### config.mk
export PLATFORM = sky130hd
export DESIGN_NAME = feedback_scorer
export DESIGN_NICKNAME = d
export VERILOG_FILES = /design/src/rtl/feedback_scorer.sv
export SDC_FILE = /design/constraint.sdc
export NUM_CORES = 1
export LEC_CHECK = 0
export BUFFER_PORTS_ARGS = -buffer_cell sky130_fd_sc_hd__buf_4
export CORE_MARGIN = 2
export CORE_UTILIZATION = 57
export CTS_BUF_LIST = sky130_fd_sc_hd__clkbuf_8 sky130_fd_sc_hd__clkbuf_16
export DETAILED_ROUTE_END_ITERATION = 12
export GPL_TIMING_DRIVEN = 0
export PLACE_DENSITY = 0.78
export SKIP_CTS_REPAIR_TIMING = 1
export SYNTH_ARGS = -nofsm -noshare
export SYNTH_HDL_FRONTEND = slang
export SYNTH_SLANG_ARGS = --single-unit
### constraint.sdc
create_clock -name clk -period 2.4 [get_ports clk]
set_input_delay 0.24 -clock clk [delete_from_list [all_inputs] [get_ports clk]]
set_output_delay 0.24 -clock clk [all_outputs]
set_load 0.03 [all_outputs]
### src/rtl/feedback_scorer.sv
// Mastermind scorer: serial exact pass (4 cycles) then partial pass (16 cycles), done 21 clocks after start.
// No backpressure: start is only sampled in IDLE, and starts arriving while busy or after game over are dropped.
module feedback_scorer #(
  parameter int COLOR_W   = 3,
  parameter int MAX_TURNS = 8
) (
  input  logic               clk,
  input  logic               reset_n,
  input  logic               start,
  input  logic [COLOR_W-1:0] guess3,
  input  logic [COLOR_W-1:0] guess2,
  input  logic [COLOR_W-1:0] guess1,
  input  logic [COLOR_W-1:0] guess0,
  input  logic [COLOR_W-1:0] secret3,
  input  logic [COLOR_W-1:0] secret2,
  input  logic [COLOR_W-1:0] secret1,
  input  logic [COLOR_W-1:0] secret0,
  output logic               busy,
  output logic               done,
  output logic [2:0]         exact,
  output logic [2:0]         partial,
  output logic               win,
  output logic               game_over,
  output logic [3:0]         turns_used
);

  typedef enum logic [1:0] {S_IDLE, S_EXACT, S_PARTIAL, S_REPORT} state_t;

  localparam logic [3:0] MAX_T = 4'(MAX_TURNS);

  state_t state_q, state_d;

  logic [3:0][COLOR_W-1:0] g_q, g_d, s_q, s_d;
  logic [3:0] gm_q, gm_d, sm_q, sm_d;
  logic       found_q, found_d;
  logic [3:0] step_q, step_d;
  logic [2:0] eacc_q, eacc_d, pacc_q, pacc_d;
  logic [2:0] exact_q, exact_d, partial_q, partial_d;
  logic       done_q, done_d, win_q, win_d, go_q, go_d;
  logic [3:0] turns_q, turns_d;
  logic       accept;
  logic       found_now;
  logic [1:0] idx_i, idx_j;

  assign accept = start && !go_q;
  // In PARTIAL the step counter walks (i,j) i-major; in EXACT its low bits are the peg index.
  assign idx_i  = step_q[3:2];
  assign idx_j  = step_q[1:0];

  always_ff @(posedge clk) begin
    if (!reset_n) state_q <= S_IDLE;
    else          state_q <= state_d;
  end

  always_comb begin
    state_d = state_q;
    case (state_q)
      S_IDLE:    if (accept) state_d = S_EXACT;
      S_EXACT:   if (idx_j == 2'd3) state_d = S_PARTIAL;
      S_PARTIAL: if (step_q == 4'd15) state_d = S_REPORT;
      S_REPORT:  state_d = S_IDLE;
      default:   state_d = S_IDLE;
    endcase
  end

  always_comb begin
    g_d       = g_q;
    s_d       = s_q;
    gm_d      = gm_q;
    sm_d      = sm_q;
    found_d   = found_q;
    step_d    = step_q;
    eacc_d    = eacc_q;
    pacc_d    = pacc_q;
    exact_d   = exact_q;
    partial_d = partial_q;
    done_d    = 1'b0;
    win_d     = win_q;
    go_d      = go_q;
    turns_d   = turns_q;
    found_now = (idx_j == 2'd0) ? 1'b0 : found_q;
    case (state_q)
      S_IDLE: begin
        if (accept) begin
          g_d     = {guess3, guess2, guess1, guess0};
          s_d     = {secret3, secret2, secret1, secret0};
          gm_d    = '0;
          sm_d    = '0;
          found_d = 1'b0;
          step_d  = '0;
          eacc_d  = '0;
          pacc_d  = '0;
        end
      end
      S_EXACT: begin
        if (g_q[idx_j] == s_q[idx_j]) begin
          gm_d[idx_j] = 1'b1;
          sm_d[idx_j] = 1'b1;
          eacc_d      = eacc_q + 3'd1;
        end
        step_d = (idx_j == 2'd3) ? 4'd0 : step_q + 4'd1;
      end
      S_PARTIAL: begin
        found_d = found_now;
        // Lowest free secret peg wins because j scans upward and found blocks later claims.
        if (!gm_q[idx_i] && !sm_q[idx_j] && !found_now && (g_q[idx_i] == s_q[idx_j])) begin
          sm_d[idx_j] = 1'b1;
          found_d     = 1'b1;
          pacc_d      = pacc_q + 3'd1;
        end
        step_d = step_q + 4'd1;
      end
      S_REPORT: begin
        exact_d   = eacc_q;
        partial_d = pacc_q;
        done_d    = 1'b1;
        turns_d   = (turns_q < MAX_T) ? turns_q + 4'd1 : turns_q;
        win_d     = win_q || (eacc_q == 3'd4);
        go_d      = go_q || win_d || (turns_d == MAX_T);
      end
      default: ;
    endcase
  end

  always_ff @(posedge clk) begin
    if (!reset_n) begin
      g_q       <= '0;
      s_q       <= '0;
      gm_q      <= '0;
      sm_q      <= '0;
      found_q   <= 1'b0;
      step_q    <= '0;
      eacc_q    <= '0;
      pacc_q    <= '0;
      exact_q   <= '0;
      partial_q <= '0;
      done_q    <= 1'b0;
      win_q     <= 1'b0;
      go_q      <= 1'b0;
      turns_q   <= '0;
    end else begin
      g_q       <= g_d;
      s_q       <= s_d;
      gm_q      <= gm_d;
      sm_q      <= sm_d;
      found_q   <= found_d;
      step_q    <= step_d;
      eacc_q    <= eacc_d;
      pacc_q    <= pacc_d;
      exact_q   <= exact_d;
      partial_q <= partial_d;
      done_q    <= done_d;
      win_q     <= win_d;
      go_q      <= go_d;
      turns_q   <= turns_d;
    end
  end

  always_comb begin
    busy       = (state_q != S_IDLE);
    done       = done_q;
    exact      = exact_q;
    partial    = partial_q;
    win        = win_q;
    game_over  = go_q;
    turns_used = turns_q;
  end

endmodule

==> metrics.log <==
[metrics] r2r setup slk: between 0.1 and 0.15 ns
[metrics] worst-case clock buffer depth: 2
[metrics] Hold Path Class: in -> reg
[metrics] Max rail drop VDD: roughly 0.00065 V
[metrics] hold violation total from the final report: 0
[metrics] residual overflow from global routing: 0
[metrics] die footprint: about 0.0056 sq mm
[metrics] DRC errors left: 0
[metrics] busiest grt layer: met2
[metrics] routed len/inst: 15.0 um
[metrics] synthesized cell area: between 0.002 and 0.003 sq mm
[metrics] insertion delay of the later-clocked pin in the worst-skew pair: 0.34 ns
[metrics] Slew headroom: 58.7%
[metrics] final period utilization: between 90% and 100%
[metrics] M2 GR Usage: around 40%
[metrics] Starting DRT DRC Count: 116
[metrics] share of async-settable or async-resettable flops after synthesis: 0%
[metrics] die width: ~75 um
[metrics] number of buffers added on ports: 39
[metrics] Setup Skew: 0.00778 ns
[metrics] TritonCTS buffer count: 9
[metrics] Max stage delay cell, worst path: sky130_fd_sc_hd__mux4_2
[metrics] total length of routed wires: approximately 6.6 mm
[metrics] final number of setup-violating endpoints: 0
[metrics] Core Rows: 25
[metrics] fraction of the mapped netlist area in adder cells: approximately 6%
[metrics] detailed-route via count: 2413
[metrics] count of different cell masters after synthesis: 45
[metrics] area fraction in compound gates after synthesis: 15.7%
[metrics] worst-margin pin slew: between 0.6 and 0.7 ns
[metrics] cell types with the largest area share after synthesis: sky130_fd_sc_hd__dfxtp_1 (40%), sky130_fd_sc_hd__nand2_1 (7.2%), sky130_fd_sc_hd__mux4_2 (7.0%)
[metrics] worst-path fanout max: 9
[metrics] met1 track demand over resource in global routing: between 30% and 40%
[metrics] post-layout util: 73.3%
[metrics] Tmin final: 2.30 ns
[metrics] maximum number of pins on one net before global-route repair: 11
[metrics] max-slew violation total from the final report: 0
[metrics] synthesized netlist net count: about 350
[metrics] post-detailed-route count of antenna-violating nets: 0
[metrics] end of the worst hold path: s_q[1]$_SDFFE_PN0P_
[metrics] cell count of the worst hold path: 3
[metrics] crit path capture type: flip-flop
[metrics] clock-pin transition on the worst setup and hold timing paths: roughly 0.070 ns
[metrics] main flop type after synthesis: sky130_fd_sc_hd__dfxtp_1
[metrics] data arrival time at the worst-slack endpoint: 2.57 ns
[metrics] Largest stage delay, worst path: 0.57 ns
[metrics] antenna cells: 0
[metrics] total power: ~0.0035 W
[metrics] Mapped Cells: about 310
[metrics] area share of the leading cell type in the synthesized netlist: between 40% and 50%
[metrics] dominant combinational cell family by area after synthesis: simple AND/OR/NAND/NOR gates
[metrics] mean area per synthesized cell: 9.21 sq um
[metrics] startpoint of the worst hold path: secret0[1]
[metrics] detailed-route vias per instance: between 5 and 6
[metrics] initial antenna violation count: 0
[metrics] layout net count: 405
[metrics] static leakage power: 1.37 nW
[metrics] post-synthesis cell type with the largest combined area: sky130_fd_sc_hd__dfxtp_1
[metrics] total of flip-flops plus latches after synthesis: 58
[metrics] number of levels in the clock H-tree: 3
[metrics] vias in the first global route: between 2000 and 2500
[metrics] area overhead of the layout relative to synthesis: 21.7%
[metrics] kind of critical path: reg -> reg
[metrics] share of the yosys chip area belonging to registers: between 40 and 50%
[metrics] startpoint type of the worst setup path: flip-flop
[metrics] launching point of the worst reg2reg path: step_q[0]$_SDFFE_PN0P_
[metrics] Reg-to-Reg End: pacc_q[2]$_SDFFE_PN0P_
[metrics] synthesized-area fraction occupied by xor and xnor cells: ~3.2%
[metrics] Top-Level Pins: 41
[metrics] Cell Pwr Density: about 1000 mW/mm^2
[metrics] Core Area: approximately 0.0048 sq mm
[metrics] worst endpoint required time: 2.67 ns
[metrics] count of clock tree sinks: 58
[metrics] met3 Usage GRT: 4.42%
[metrics] result of the run: finished, final reports clean
[metrics] mux contribution to synthesized area: around an eighth
[metrics] effective utilization at floorplan: between 60% and 70%
[metrics] Ys Warns: 0
[metrics] number of flops mapped to enable cells by yosys: 0
[metrics] DRT Pass-1 Iters: 4
[metrics] Clock Root Buffer: sky130_fd_sc_hd__clkbuf_8
[metrics] placer's final routability congestion estimate: about 0.85
[metrics] detailed placement HPWL: ~4.7 mm
[metrics] die height: about 75 um
[metrics] first-pass GRT wire length: roughly 11 mm
[metrics] CTS tree: done
[metrics] overall track demand over capacity in global routing: 25.5%
[metrics] critical path's top delay family: multiplexers
[metrics] share of post-route cells with drive strength above 1: roughly 22%
[metrics] Max Cap Violations: 0
[metrics] maximum operating frequency: 435 MHz
[metrics] simple-gate portion of the synthesized area: between 10% and 20%
[metrics] Worst Path Buf+Inv: 2
[metrics] Worst Reg2Reg Path Length in Cells: 7
[metrics] critical-path cell list: buf_6, mux4_2, xnor2_1, nand4_1, buf_4, nor3_1, mux2i_1
tightest hold or removal path, stage by stage:
cell and delay (ns):
sky130_fd_sc_hd__buf_4 0.11, sky130_fd_sc_hd__nand2_1 0.04, sky130_fd_sc_hd__a21oi_1 0.05
registers in the layout, indices dropped and copies added, names as in the netlist:
register,count
g_q,12
state_q,2
eacc_q,3
game_over,1
sm_q,4
gm_q,4
done,1
exact,3
pacc_q,3
found_q,1
win,1
partial,3
s_q,12
step_q,4
turns_used,4
layout make-up:
class                      instances  area [sq um]
buffer                            17          78.8
clock buffer                      10           138
clock inverter                     6          80.1
fill                             397          1280
inverter                          13          48.8
multi-input combinational        225          1620
sequential                        58          1160
tap                               67          83.8
timing repair buffer              40           300
metrics by stage:
step	hold WS, ns	setup slack (ns)	std cells	setup TNS [ns]	cell area [sq um]
4_1_cts	0.132	0.0604	435	0	3480
5_1_grt	0.143	-0.00685	436	-0.00685	3510
6_report	0.138	0.103	436	0	3510
3_5_place_dp	0.449	0.119	419	0	3260
3_3_place_gp	0.440	0.180	419	0	3260
2_1_floorplan	0.376	0.343	313	0	2880
how the worst max path moves through the flow:
stage	from	endpoint	cells after the start	slack, ns
after floorplan	step_q[0]$_SDFFE_PN0P_	eacc_q[2]$_SDFFE_PN0P_	6	0.34
after global placement	step_q[0]$_SDFFE_PN0P_	found_q$_SDFFE_PN0P_	6	0.18
after detailed placement	step_q[2]$_SDFFE_PN0P_	found_q$_SDFFE_PN0P_	6	0.12
after CTS	step_q[2]$_SDFFE_PN0P_	found_q$_SDFFE_PN0P_	6	0.06
after global routing	step_q[0]$_SDFFE_PN0P_	pacc_q[2]$_SDFFE_PN0P_	7	-0.007
final	step_q[0]$_SDFFE_PN0P_	pacc_q[2]$_SDFFE_PN0P_	7	0.10
routing by layer:
metal / up-vias / share of wire [%]
met2: 56 / 50
met5: - / 0
met4: 0 / 0.87
met1: 1154 / 45
li1: 1198 / -
met3: 5 / 4.4
Yosys cell counts (2+ instances only):
master                     number
sky130_fd_sc_hd__dfxtp_1       58
sky130_fd_sc_hd__nand2_1       55
sky130_fd_sc_hd__a21oi_1       33
sky130_fd_sc_hd__nor2_1        30
sky130_fd_sc_hd__ha_1          14
sky130_fd_sc_hd__inv_1         13
sky130_fd_sc_hd__clkbuf_1      12
sky130_fd_sc_hd__mux2i_1       11
sky130_fd_sc_hd__mux4_2         9
sky130_fd_sc_hd__o21ai_0        7
sky130_fd_sc_hd__a31oi_1        6
sky130_fd_sc_hd__nand3_1        6
sky130_fd_sc_hd__a41oi_1        5
sky130_fd_sc_hd__buf_2          4
sky130_fd_sc_hd__nor3_1         4
sky130_fd_sc_hd__xnor2_1        4
sky130_fd_sc_hd__nand4b_1       3
sky130_fd_sc_hd__nor2b_1        3
sky130_fd_sc_hd__o21ai_1        3
sky130_fd_sc_hd__xor2_2         3
sky130_fd_sc_hd__a41o_1         2
sky130_fd_sc_hd__and2_1         2
sky130_fd_sc_hd__mux4_1         2
sky130_fd_sc_hd__nand2b_1       2
sky130_fd_sc_hd__or3_1          2
where the power goes:
group          total (W)  internal [W]  switching, W
clock            0.00100      0.000605      0.000395
sequential       0.00118       0.00109     0.0000895
combinational    0.00136      0.000528      0.000829
total            0.00353       0.00222       0.00131
logic make-up (layout without fill, tap and decap cells):
| kind of cell | after synthesis | count (layout) |
|---|---|---|
| xor gates and xnor gates | 8 | 8 |
| adders and majority gates | 14 | 14 |
| buffers and inverters | 30 | 86 |
| AOI/OAI and AO/OA | 68 | 68 |
| muxes | 23 | 23 |
| DFF | 58 | 58 |
| and+or+nand+nor | 112 | 112 |
cells in the final DEF (no fill, tap or decap), types with 2 or more instances in the layout:
cell type and n:
sky130_fd_sc_hd__a21oi_1 33, sky130_fd_sc_hd__inv_1 13, sky130_fd_sc_hd__and2_1 2, sky130_fd_sc_hd__buf_4 40, sky130_fd_sc_hd__o21ai_0 7, sky130_fd_sc_hd__a41oi_1 5
sky130_fd_sc_hd__a41o_1 2, sky130_fd_sc_hd__mux4_1 2, sky130_fd_sc_hd__mux4_2 9, sky130_fd_sc_hd__nor2b_1 3, sky130_fd_sc_hd__nand2_1 55, sky130_fd_sc_hd__xor2_2 2
sky130_fd_sc_hd__nand4b_1 3, sky130_fd_sc_hd__xnor2_1 4, sky130_fd_sc_hd__clkbuf_8 10, sky130_fd_sc_hd__a31oi_1 6, sky130_fd_sc_hd__clkinv_2 4, sky130_fd_sc_hd__mux2i_1 11
sky130_fd_sc_hd__dfxtp_1 58, sky130_fd_sc_hd__nor2_1 30, sky130_fd_sc_hd__clkbuf_1 12, sky130_fd_sc_hd__ha_1 14, sky130_fd_sc_hd__bufinv_16 2, sky130_fd_sc_hd__nor3_1 3
sky130_fd_sc_hd__buf_2 3, sky130_fd_sc_hd__or3_1 2, sky130_fd_sc_hd__o21ai_2 2, sky130_fd_sc_hd__nand2b_1 2, sky130_fd_sc_hd__nand3_1 6, sky130_fd_sc_hd__o21ai_1 2
No activity file was read; power rests on OpenSTA's default activity.
